File: src/rtl/fx_mac_feeder_pkg.sv
// Shared constants, state encoding and sizing helper for the fx_mac feeder.
package fx_mac_feeder_pkg;

    localparam int unsigned FX_WIDTH   = 8;
    localparam int unsigned FX_K       = 9;
    localparam int unsigned FX_GAP_MIN = 5;

    typedef enum logic [1:0] {
        ST_IDLE  = 2'd0,
        ST_BURST = 2'd1,
        ST_GAP   = 2'd2
    } fx_state_e;

    // Index width for a K-entry table, never narrower than one bit.
    function automatic int unsigned fx_aw(input int unsigned k);
        return (k > 1) ? $clog2(k) : 1;
    endfunction

endpackage

File: src/rtl/fx_mac_feeder_win_bank.sv
// Ping-pong activation window buffer: two K-deep banks, fill side handshake and full flags.
module fx_mac_feeder_win_bank
    import fx_mac_feeder_pkg::*;
#(
    parameter int unsigned WIDTH = FX_WIDTH,
    parameter int unsigned K     = FX_K,
    localparam int unsigned AW   = fx_aw(K)
) (
    input  logic             clk,
    input  logic             rstn,
    input  logic             s_vld,
    output logic             s_rdy,
    input  logic [WIDTH-1:0] s_data,
    input  logic             db,
    input  logic             rel,
    input  logic [AW-1:0]    rd_idx,
    output logic [WIDTH-1:0] rd_data,
    output logic [1:0]       full,
    output logic [1:0]       full_nxt_c
);

    logic             fb_q, fb_d;
    logic [AW-1:0]    fill_cnt_q, fill_cnt_d;
    logic [1:0]       full_q, full_d;
    logic [WIDTH-1:0] mem_q [2][K];
    logic             xfer;

    assign s_rdy      = ~full_q[fb_q];
    assign xfer       = s_vld & s_rdy;
    assign full       = full_q;
    assign full_nxt_c = full_d;
    assign rd_data    = mem_q[db][rd_idx];

    // Fill pointer advance; drain release and fill completion always hit different banks.
    always_comb begin
        fb_d       = fb_q;
        fill_cnt_d = fill_cnt_q;
        full_d     = full_q;
        if (rel) begin
            full_d[db] = 1'b0;
        end
        if (xfer) begin
            if (fill_cnt_q == AW'(K - 1)) begin
                full_d[fb_q] = 1'b1;
                fb_d         = ~fb_q;
                fill_cnt_d   = '0;
            end else begin
                fill_cnt_d = fill_cnt_q + AW'(1);
            end
        end
    end

    // Control state registers.
    always_ff @(posedge clk or negedge rstn) begin
        if (!rstn) begin
            fb_q       <= 1'b0;
            fill_cnt_q <= '0;
            full_q     <= '0;
        end else begin
            fb_q       <= fb_d;
            fill_cnt_q <= fill_cnt_d;
            full_q     <= full_d;
        end
    end

    // Window storage; contents are don't-care until the bank is marked full.
    always_ff @(posedge clk) begin
        if (xfer) begin
            mem_q[fb_q][fill_cnt_q] <= s_data;
        end
    end

endmodule

File: src/rtl/fx_mac_feeder.sv
// Sequencer that replays buffered activation windows with weights as fixed K-beat bursts.
module fx_mac_feeder
    import fx_mac_feeder_pkg::*;
#(
    parameter int unsigned WIDTH = FX_WIDTH,
    parameter int unsigned K     = FX_K,
    parameter int unsigned GAP   = FX_GAP_MIN,
    localparam int unsigned AW   = fx_aw(K),
    localparam int unsigned GW   = fx_aw(GAP)
) (
    input  logic             clk,
    input  logic             rstn,
    input  logic             s_vld,
    output logic             s_rdy,
    input  logic [WIDTH-1:0] s_data,
    input  logic             w_we,
    input  logic [AW-1:0]    w_addr,
    input  logic [WIDTH-1:0] w_data,
    output logic             vld_o,
    output logic [WIDTH-1:0] win,
    output logic [WIDTH-1:0] din,
    output logic             busy,
    output logic             w_err
);

    fx_state_e        state_q, state_d;
    logic [AW-1:0]    rd_cnt_q, rd_cnt_d;
    logic [GW-1:0]    gap_cnt_q, gap_cnt_d;
    logic             db_q, db_d;
    logic             vld_q, vld_d;
    logic [WIDTH-1:0] win_q, win_d;
    logic [WIDTH-1:0] din_q, din_d;
    logic             busy_q, busy_d;
    logic             w_err_q, w_err_d;
    logic [WIDTH-1:0] wreg_q [K];
    logic [WIDTH-1:0] wreg_d [K];

    logic             rel;
    logic [WIDTH-1:0] rd_data;
    logic [1:0]       full;
    logic [1:0]       full_nxt_c;

    fx_mac_feeder_win_bank #(
        .WIDTH (WIDTH),
        .K     (K)
    ) u_bank (
        .clk        (clk),
        .rstn       (rstn),
        .s_vld      (s_vld),
        .s_rdy      (s_rdy),
        .s_data     (s_data),
        .db         (db_q),
        .rel        (rel),
        .rd_idx     (rd_cnt_q),
        .rd_data    (rd_data),
        .full       (full),
        .full_nxt_c (full_nxt_c)
    );

    assign vld_o = vld_q;
    assign win   = win_q;
    assign din   = din_q;
    assign busy  = busy_q;
    assign w_err = w_err_q;

    // Drain sequencing, beat generation and weight-table updates.
    always_comb begin
        state_d   = state_q;
        rd_cnt_d  = rd_cnt_q;
        gap_cnt_d = gap_cnt_q;
        db_d      = db_q;
        rel       = 1'b0;
        vld_d     = 1'b0;
        win_d     = '0;
        din_d     = '0;
        w_err_d   = w_err_q;
        wreg_d    = wreg_q;

        unique case (state_q)
            ST_IDLE: begin
                if (full[db_q]) begin
                    state_d  = ST_BURST;
                    rd_cnt_d = '0;
                end
            end
            ST_BURST: begin
                vld_d = 1'b1;
                win_d = wreg_q[rd_cnt_q];
                din_d = rd_data;
                if (rd_cnt_q == AW'(K - 1)) begin
                    rel       = 1'b1;
                    db_d      = ~db_q;
                    state_d   = ST_GAP;
                    gap_cnt_d = '0;
                    rd_cnt_d  = '0;
                end else begin
                    rd_cnt_d = rd_cnt_q + AW'(1);
                end
            end
            ST_GAP: begin
                if (gap_cnt_q == GW'(GAP - 1)) begin
                    state_d  = full[db_q] ? ST_BURST : ST_IDLE;
                    rd_cnt_d = '0;
                end else begin
                    gap_cnt_d = gap_cnt_q + GW'(1);
                end
            end
            default: begin
                state_d = ST_IDLE;
            end
        endcase

        // Weights may only change outside a burst so a burst never sees mixed weights.
        if (w_we) begin
            if ((state_q == ST_BURST) || (32'(w_addr) >= K)) begin
                w_err_d = 1'b1;
            end else begin
                wreg_d[w_addr] = w_data;
            end
        end

        busy_d = (state_d != ST_IDLE) || (|full_nxt_c);
    end

    // State, counter and output registers.
    always_ff @(posedge clk or negedge rstn) begin
        if (!rstn) begin
            state_q   <= ST_IDLE;
            rd_cnt_q  <= '0;
            gap_cnt_q <= '0;
            db_q      <= 1'b0;
            vld_q     <= 1'b0;
            win_q     <= '0;
            din_q     <= '0;
            busy_q    <= 1'b0;
            w_err_q   <= 1'b0;
            wreg_q    <= '{default: '0};
        end else begin
            state_q   <= state_d;
            rd_cnt_q  <= rd_cnt_d;
            gap_cnt_q <= gap_cnt_d;
            db_q      <= db_d;
            vld_q     <= vld_d;
            win_q     <= win_d;
            din_q     <= din_d;
            busy_q    <= busy_d;
            w_err_q   <= w_err_d;
            wreg_q    <= wreg_d;
        end
    end

endmodule
File: config.mk
export PLATFORM = sky130hd
export DESIGN_NAME = fx_mac_feeder
export DESIGN_NICKNAME = d
export VERILOG_FILES = /design/src/rtl/fx_mac_feeder_pkg.sv /design/src/rtl/fx_mac_feeder_win_bank.sv /design/src/rtl/fx_mac_feeder.sv
export SDC_FILE = /design/constraint.sdc
export NUM_CORES = 1
export LEC_CHECK = 0
export BUFFER_PORTS_ARGS = -buffer_cell sky130_fd_sc_hd__buf_2
export CAP_MARGIN = 20
export CORE_MARGIN = 2
export CORE_UTILIZATION = 35
export CTS_CLUSTER_SIZE = 20
export DETAILED_ROUTE_END_ITERATION = 10
export GPL_TIMING_DRIVEN = 0
export PLACE_DENSITY_LB_ADDON = 0.2
export SYNTH_ARGS = -nofsm -noshare
export SYNTH_HDL_FRONTEND = slang
export SYNTH_HIERARCHICAL = 1
export SYNTH_SLANG_ARGS = --single-unit
File: constraint.sdc
create_clock -name clk -period 5.9 [get_ports clk]
set_input_delay 1.475 -clock clk [delete_from_list [all_inputs] [get_ports clk]]
set_output_delay 1.475 -clock clk [all_outputs]
set_load 0.005 [all_outputs]
After elaboration in Yosys (flattened, before gate mapping)
Memory sizes are Yosys's and may differ from the RTL's. Index checks and enable logic that the tools add are counted.

Add/subtract/negate cells: 3. Order comparisons: 10. Equality and inequality tests: 9. Multiplexer cells: 42. Bitwise logic cells: 11. Reductions and logical operators: 17.

Operator list (number): $bwmux W72 (1); $mux W72 (1); $bmux W8 S4 (2); $demux W8 S4 (2); $mux W8 (8); $mux W4 (4); $ge A5 B5 Y1 const B (3); $not A4 Y5 (3); $mux W2 (6); $pmux W4 S3 (1); $mux W1 (11); $lt A5 B1 Y1 const B (2); $add A4 B1 Y4 const B (2); $eq A4 B4 Y1 const B (2); $ne A2 B2 Y1 const B (4); $reduce_and A2 Y1 (4); $mux W3 (2); $pmux W2 S3 (1); $pmux W3 S2 (1); $reduce_and A3 Y1 (2); $ge A4 B4 Y1 const B (1); $logic_and A1 B1 Y1 (4); $lt A1 B2 Y1 const B (2); $not A1 Y1 (4); other kinds (15) (19).

Register bits: 108. Bits in writable memories: 144. Input bits: 24. Output and inout port bits: 20. Word-level logic and storage cells: 114. Memories kept: 1.

Memories: u_bank.mem_q (depth 2, bits a word 72, rd ports 1, clocked after Yosys merged registers in 0, write ports 1, line fx_mac_feeder_win_bank.sv:25) `logic [WIDTH-1:0] mem_q [2][K];`.

Logic depth before layout (Yosys ltp)
Word-level depth: 12. Depth in mapped cells: 9. Mapped depth without buffers: 7.

Cells and area by module
Netlist, hierarchy kept.

Modules (own cells, without submodules): fx_mac_feeder_win_bank (times used 1, cells each 303, area an instance 5978.2 sq um, sequential area each 4499.3 sq um); fx_mac_feeder (times used 1, cells each 319, area an instance 4470.5 sq um, sequential area each 2527.4 sq um).

Least setup slack after synthesis
Ideal clock, no wire load.

Kind: input-to-reg. From: input s_vld. To: memory u_bank/mem_q[0][0] in the netlist's numbering, enable pin. Library setup time: 0.398 ns. Data arrival time: 2.527 ns. Required time: 5.502 ns. Path slack: 2.975 ns. Stages: 2. Buffers on the path: 0. Path through: inv_1 -> nor4_1.

Word-level cells in the longest chain between the ends: 3.

Ends and longest elaborated chain: start: declaration (line fx_mac_feeder.sv:13) `input logic s_vld,`; $and A1 B1 Y1 (line fx_mac_feeder_win_bank.sv:29) `assign xfer = s_vld & s_rdy;`; $mux W1 (line fx_mac_feeder_win_bank.sv:68) `if (xfer) begin`; $mux W72 (not written as such) (line fx_mac_feeder_win_bank.sv:69) `mem_q[fb_q][fill_cnt_q] <= s_data;`; end: declaration (line fx_mac_feeder_win_bank.sv:25).

No other way between the ends.

Final worst setup path
From: register u_bank.fb_q. To: output s_rdy.

Word-level cells in the longest chain between the ends: 3.

Ends and longest elaborated chain: start: declaration (line fx_mac_feeder_win_bank.sv:22) `logic fb_q, fb_d;`; start signal: assignment (line fx_mac_feeder_win_bank.sv:56) `fb_q <= 1'b0;`; start signal: assignment (line fx_mac_feeder_win_bank.sv:60) `fb_q <= fb_d;`; $mux W1 (not written as such) (2 in series) (line fx_mac_feeder_win_bank.sv:28) `assign s_rdy = ~full_q[fb_q];`; $not A1 Y1 (line fx_mac_feeder_win_bank.sv:28); end: declaration (line fx_mac_feeder.sv:14) `output logic s_rdy,`.

No other way between the ends. The select of a mux whose other input is x is not followed.

==> reports/qor.log <==
[status] status completed
[detailed_routing] detail-routed via count per cell 5.12
[synthesis] area share of the largest cell type after synthesis 41.4%
[clocking] Clock Pin Slew Worst Setup and Hold Paths 60 ps
[clocking] Bufs on Longest Clock Path 3
[synthesis] count of synthesis-stage warnings from yosys 6
[pwr] reported net switching power 1850 uW
[synthesis] most instantiated flip-flop cell in the synthesis netlist sky130_fd_sc_hd__edfxtp_1
[synthesis] cell types with the highest counts after synthesis sky130_fd_sc_hd__edfxtp_1, sky130_fd_sc_hd__dfrtp_1, sky130_fd_sc_hd__mux2_2
[timing] Worst Hold Margin 449 ps
[timing] Slew @ Worst Pin 973 ps
[pwr] relative contribution of the clock network to total power 28.1%
[synthesis] distinct cell type count of the synthesized netlist 50
[grt] total global-route track usage 15.4%
[pwr] power density of the placed cells 491 nW/um^2
[timing] Max Freq 0.325 GHz
[detailed_routing] routed wire length per instance 21.3 um
[placement] detailed-placement wirelength estimate 15900 um
[pwr] VDD IR max 0.265 mV
[floorplan] Initial Utilization 35.4%
[pwr] leakage component of the power 0.00465 uW
[pwr] fraction of power consumed by sequential logic 41.1%
[critical_path] endpoint class of the critical path primary output
[detailed_routing] number of nets still failing antenna checks after routing 0
[clocking] hold buffer count at CTS 0
[detailed_routing] iteration-0 DRC count of the detailed router 412
[grt] pin count of the biggest net entering global routing 64
[clocking] H-Tree Depth 1
[timing] Setup WS post-layout 2820 ps
[pwr] Sw Ratio 31.2%
[synthesis] post-synthesis average cell area 16.8 um^2
[synthesis] Seq cells post-synth 252
[floorplan] die height 177 um
[pwr] combinational group share of total power 30.8%
[synthesis] total nets after synthesis 654
[grt] initial antenna violation count 0
[floorplan] width of the die 177 um
[critical_path] critical path data arrival time 1600 ps
[synthesis] most frequently used cell type in the post-synthesis netlist sky130_fd_sc_hd__edfxtp_1
[critical_path] data required time at the worst endpoint 4430 ps
[detailed_routing] Pre-Repair DR Iteration Count 5
[synthesis] post-synthesis instance area 10400 um^2
[critical_path] Crit Path Max Fanout 7
[synthesis] library cell occupying the most area in the post-synthesis netlist sky130_fd_sc_hd__edfxtp_1
[final_layout] layout overhead on the synthesized area 15.6%
[timing] Setup-failing EPs final 0
[clocking] Clock Sinks 252
[placement] final estimated routing congestion in global placement 0.799
[critical_path] CP startpoint kind flop
[synthesis] fraction of registers with async set/reset 42.9%
[final_layout] proportion of layout cells with a drive suffix above 1 31.3%
[synthesis] number of instances in the synthesized netlist 622
[placement] number of port buffers 41
[critical_path] cell seen most often among critical-path stages sky130_fd_sc_hd__buf_2
[timing] Worst Skew 12.0 ps
[grt] via count of the first global-routing pass 6009
[final_layout] final antenna diode count 0
[grt] first-pass GRT wire length 36400 um
[placement] pre-CTS worst setup slack 2540 ps
[clocking] number of buffers created by CTS 28
[floorplan] die area 31300 um^2
[flow_run] maxcap violations 0
[pwr] cell-internal power 4080 uW
[detailed_routing] total number of vias 5659
[clocking] Gates resized, CTS repair 0
[timing] shortest clock period the worst path allows after layout 3080 ps
[detailed_routing] Residual DRC 0
[timing] number of hold violations in the final report 0
[clocking] Setup Buffers After CTS 0
[timing] Post-Route Setup TNS 0 ps
[grt] leftover overflow at the end of global routing 0
[clocking] CTS tree done
[clocking] clock insertion delay at the later pin of the skew report 530 ps
[critical_path] largest stage delay on the critical path 360 ps
[synthesis] sequential element share of the synthesized area 67.2%
[critical_path] critical path class flop to primary output
[timing] final-report max-slew violation count 0
[timing] period utilization 52.1%
[clocking] clk root buf sky130_fd_sc_hd__clkbuf_16
[floorplan] count of standard-cell rows 63
[timing] Max-slew headroom 34.9%
[min_path] path type of the worst min-delay path flop to flop
[timing] setup repair after global routing missed its margin no
[floorplan] count of pins on the block boundary 44
[final_layout] net total in the final layout 727
[detailed_routing] wire length reported by the detailed router 23500 um
[critical_path] standard cell with the maximum stage delay on the critical path sky130_fd_sc_hd__dfrtp_1
[synthesis] most area-consuming cells after synthesis sky130_fd_sc_hd__edfxtp_1, sky130_fd_sc_hd__dfrtp_1, sky130_fd_sc_hd__mux2_2
[synthesis] count of flip-flops with a built-in enable after synthesis 144
[floorplan] standard cell core area 29500 um^2
[critical_path] chain of cells forming the critical path buf_2 -> mux2_4 -> inv_1 -> buf_2
## worst paths after layout
| kind | from | endpoint | slack (ps) | depth (start not counted) |
|---|---|---|---|---|
| setup / recovery | u_bank/fb_q | s_rdy | 2820 | 4 |
| hold / removal | w_err | w_err | 450 | 1 |
| setup reg to reg | rd_cnt_q[1] | busy | 3130 | 8 |
| hold reg to reg | w_err | w_err | 450 | 1 |
| max in group asynchronous | rstn | din[2] | 4210 | 2 |
| min in group asynchronous | rstn | wreg_q[65] | 960 | 1 |
## sequential cells by signal (all words and copies together) (netlist names)
name and count:
u_bank/mem_q 144, db_q 1, busy 1, wreg_q 72, u_bank/full 2, state_q 2
gap_cnt_q 3, u_bank/fill_cnt_q 4, u_bank/fb_q 1, rd_cnt_q 4, din 8, vld_o 1
w_err 1, win 8
## power groups by stage
stage / logic (uW) / registers [uW] / clock network (uW)
finish: 1830 / 2430 / 1660
floorplan: 1310 / 2410 / 0
global route: 1990 / 2480 / 1780
global placement: 1800 / 2440 / 0
CTS: 1850 / 2440 / 1710
detailed placement: 1840 / 2470 / 0
## metrics by stage
stage | instances | cell area [um^2] | total power (uW) | util (%)
5_1_grt | 1105 | 12100 | 6240 | 41.0
3_3_place_gp | 1053 | 11100 | 4240 | 37.8
6_report | 1105 | 12100 | 5920 | 41.0
3_5_place_dp | 1055 | 11200 | 4310 | 37.9
4_1_cts | 1105 | 12100 | 5990 | 41.0
2_1_floorplan | 622 | 10400 | 3720 | -
## cells in the final DEF, fill, tap and decap left out, drive strengths merged, types with 2 or more instances in the layout
cell,count
bufinv,2
nor2,25
nand2,28
xor2,3
nor4b,3
o22a,3
clkinvlp,2
mux4,35
a31oi,2
and2,10
inv,14
nor3,3
edfxtp,144
nand2b,3
nand3,8
clkinv,11
nor4,2
nand4,2
nor2b,3
mux2i,47
a221oi,13
clkbuf,41
a21oi,14
nand3b,4
o221ai,5
buf,61
dfrtp,108
nor3b,2
ha,8
a21o,4
o21ai,24
mux2,73
## logic make-up after synthesis
group	Yosys count	share of synthesized area, %
xor+xnor	4	0.335
fa+ha+maj	8	0.958
compound gates	69	4.30
simple gates	96	5.34
mux	155	19.9
flops	252	67.2
buf+inv	38	1.87
## layout make-up
cell class,count,area (um^2)
plain buffers,25,144
clock buffers,34,754
clock inverters,16,134
fillers,2652,17400
inverters,13,51.3
multi-input cells,332,3230
flip-flops and latches,252,7030
well taps,390,488
repair buffers,43,243
## critical path: cells and delay by family, from the launching register on
kind     cells  cell delay (ps)
buf+inv      3              370
flops        1              360
mux          1              340
## routing by layer
metal,global-route usage [%],wire length (um),up-vias
li1,-,-,2551
met1,21.2,10900,2976
met2,25.8,11400,93
met3,2.02,653,39
met4,4.17,603,0
met5,0,0,-
Note: power is estimated with default switching activity, not from simulation.
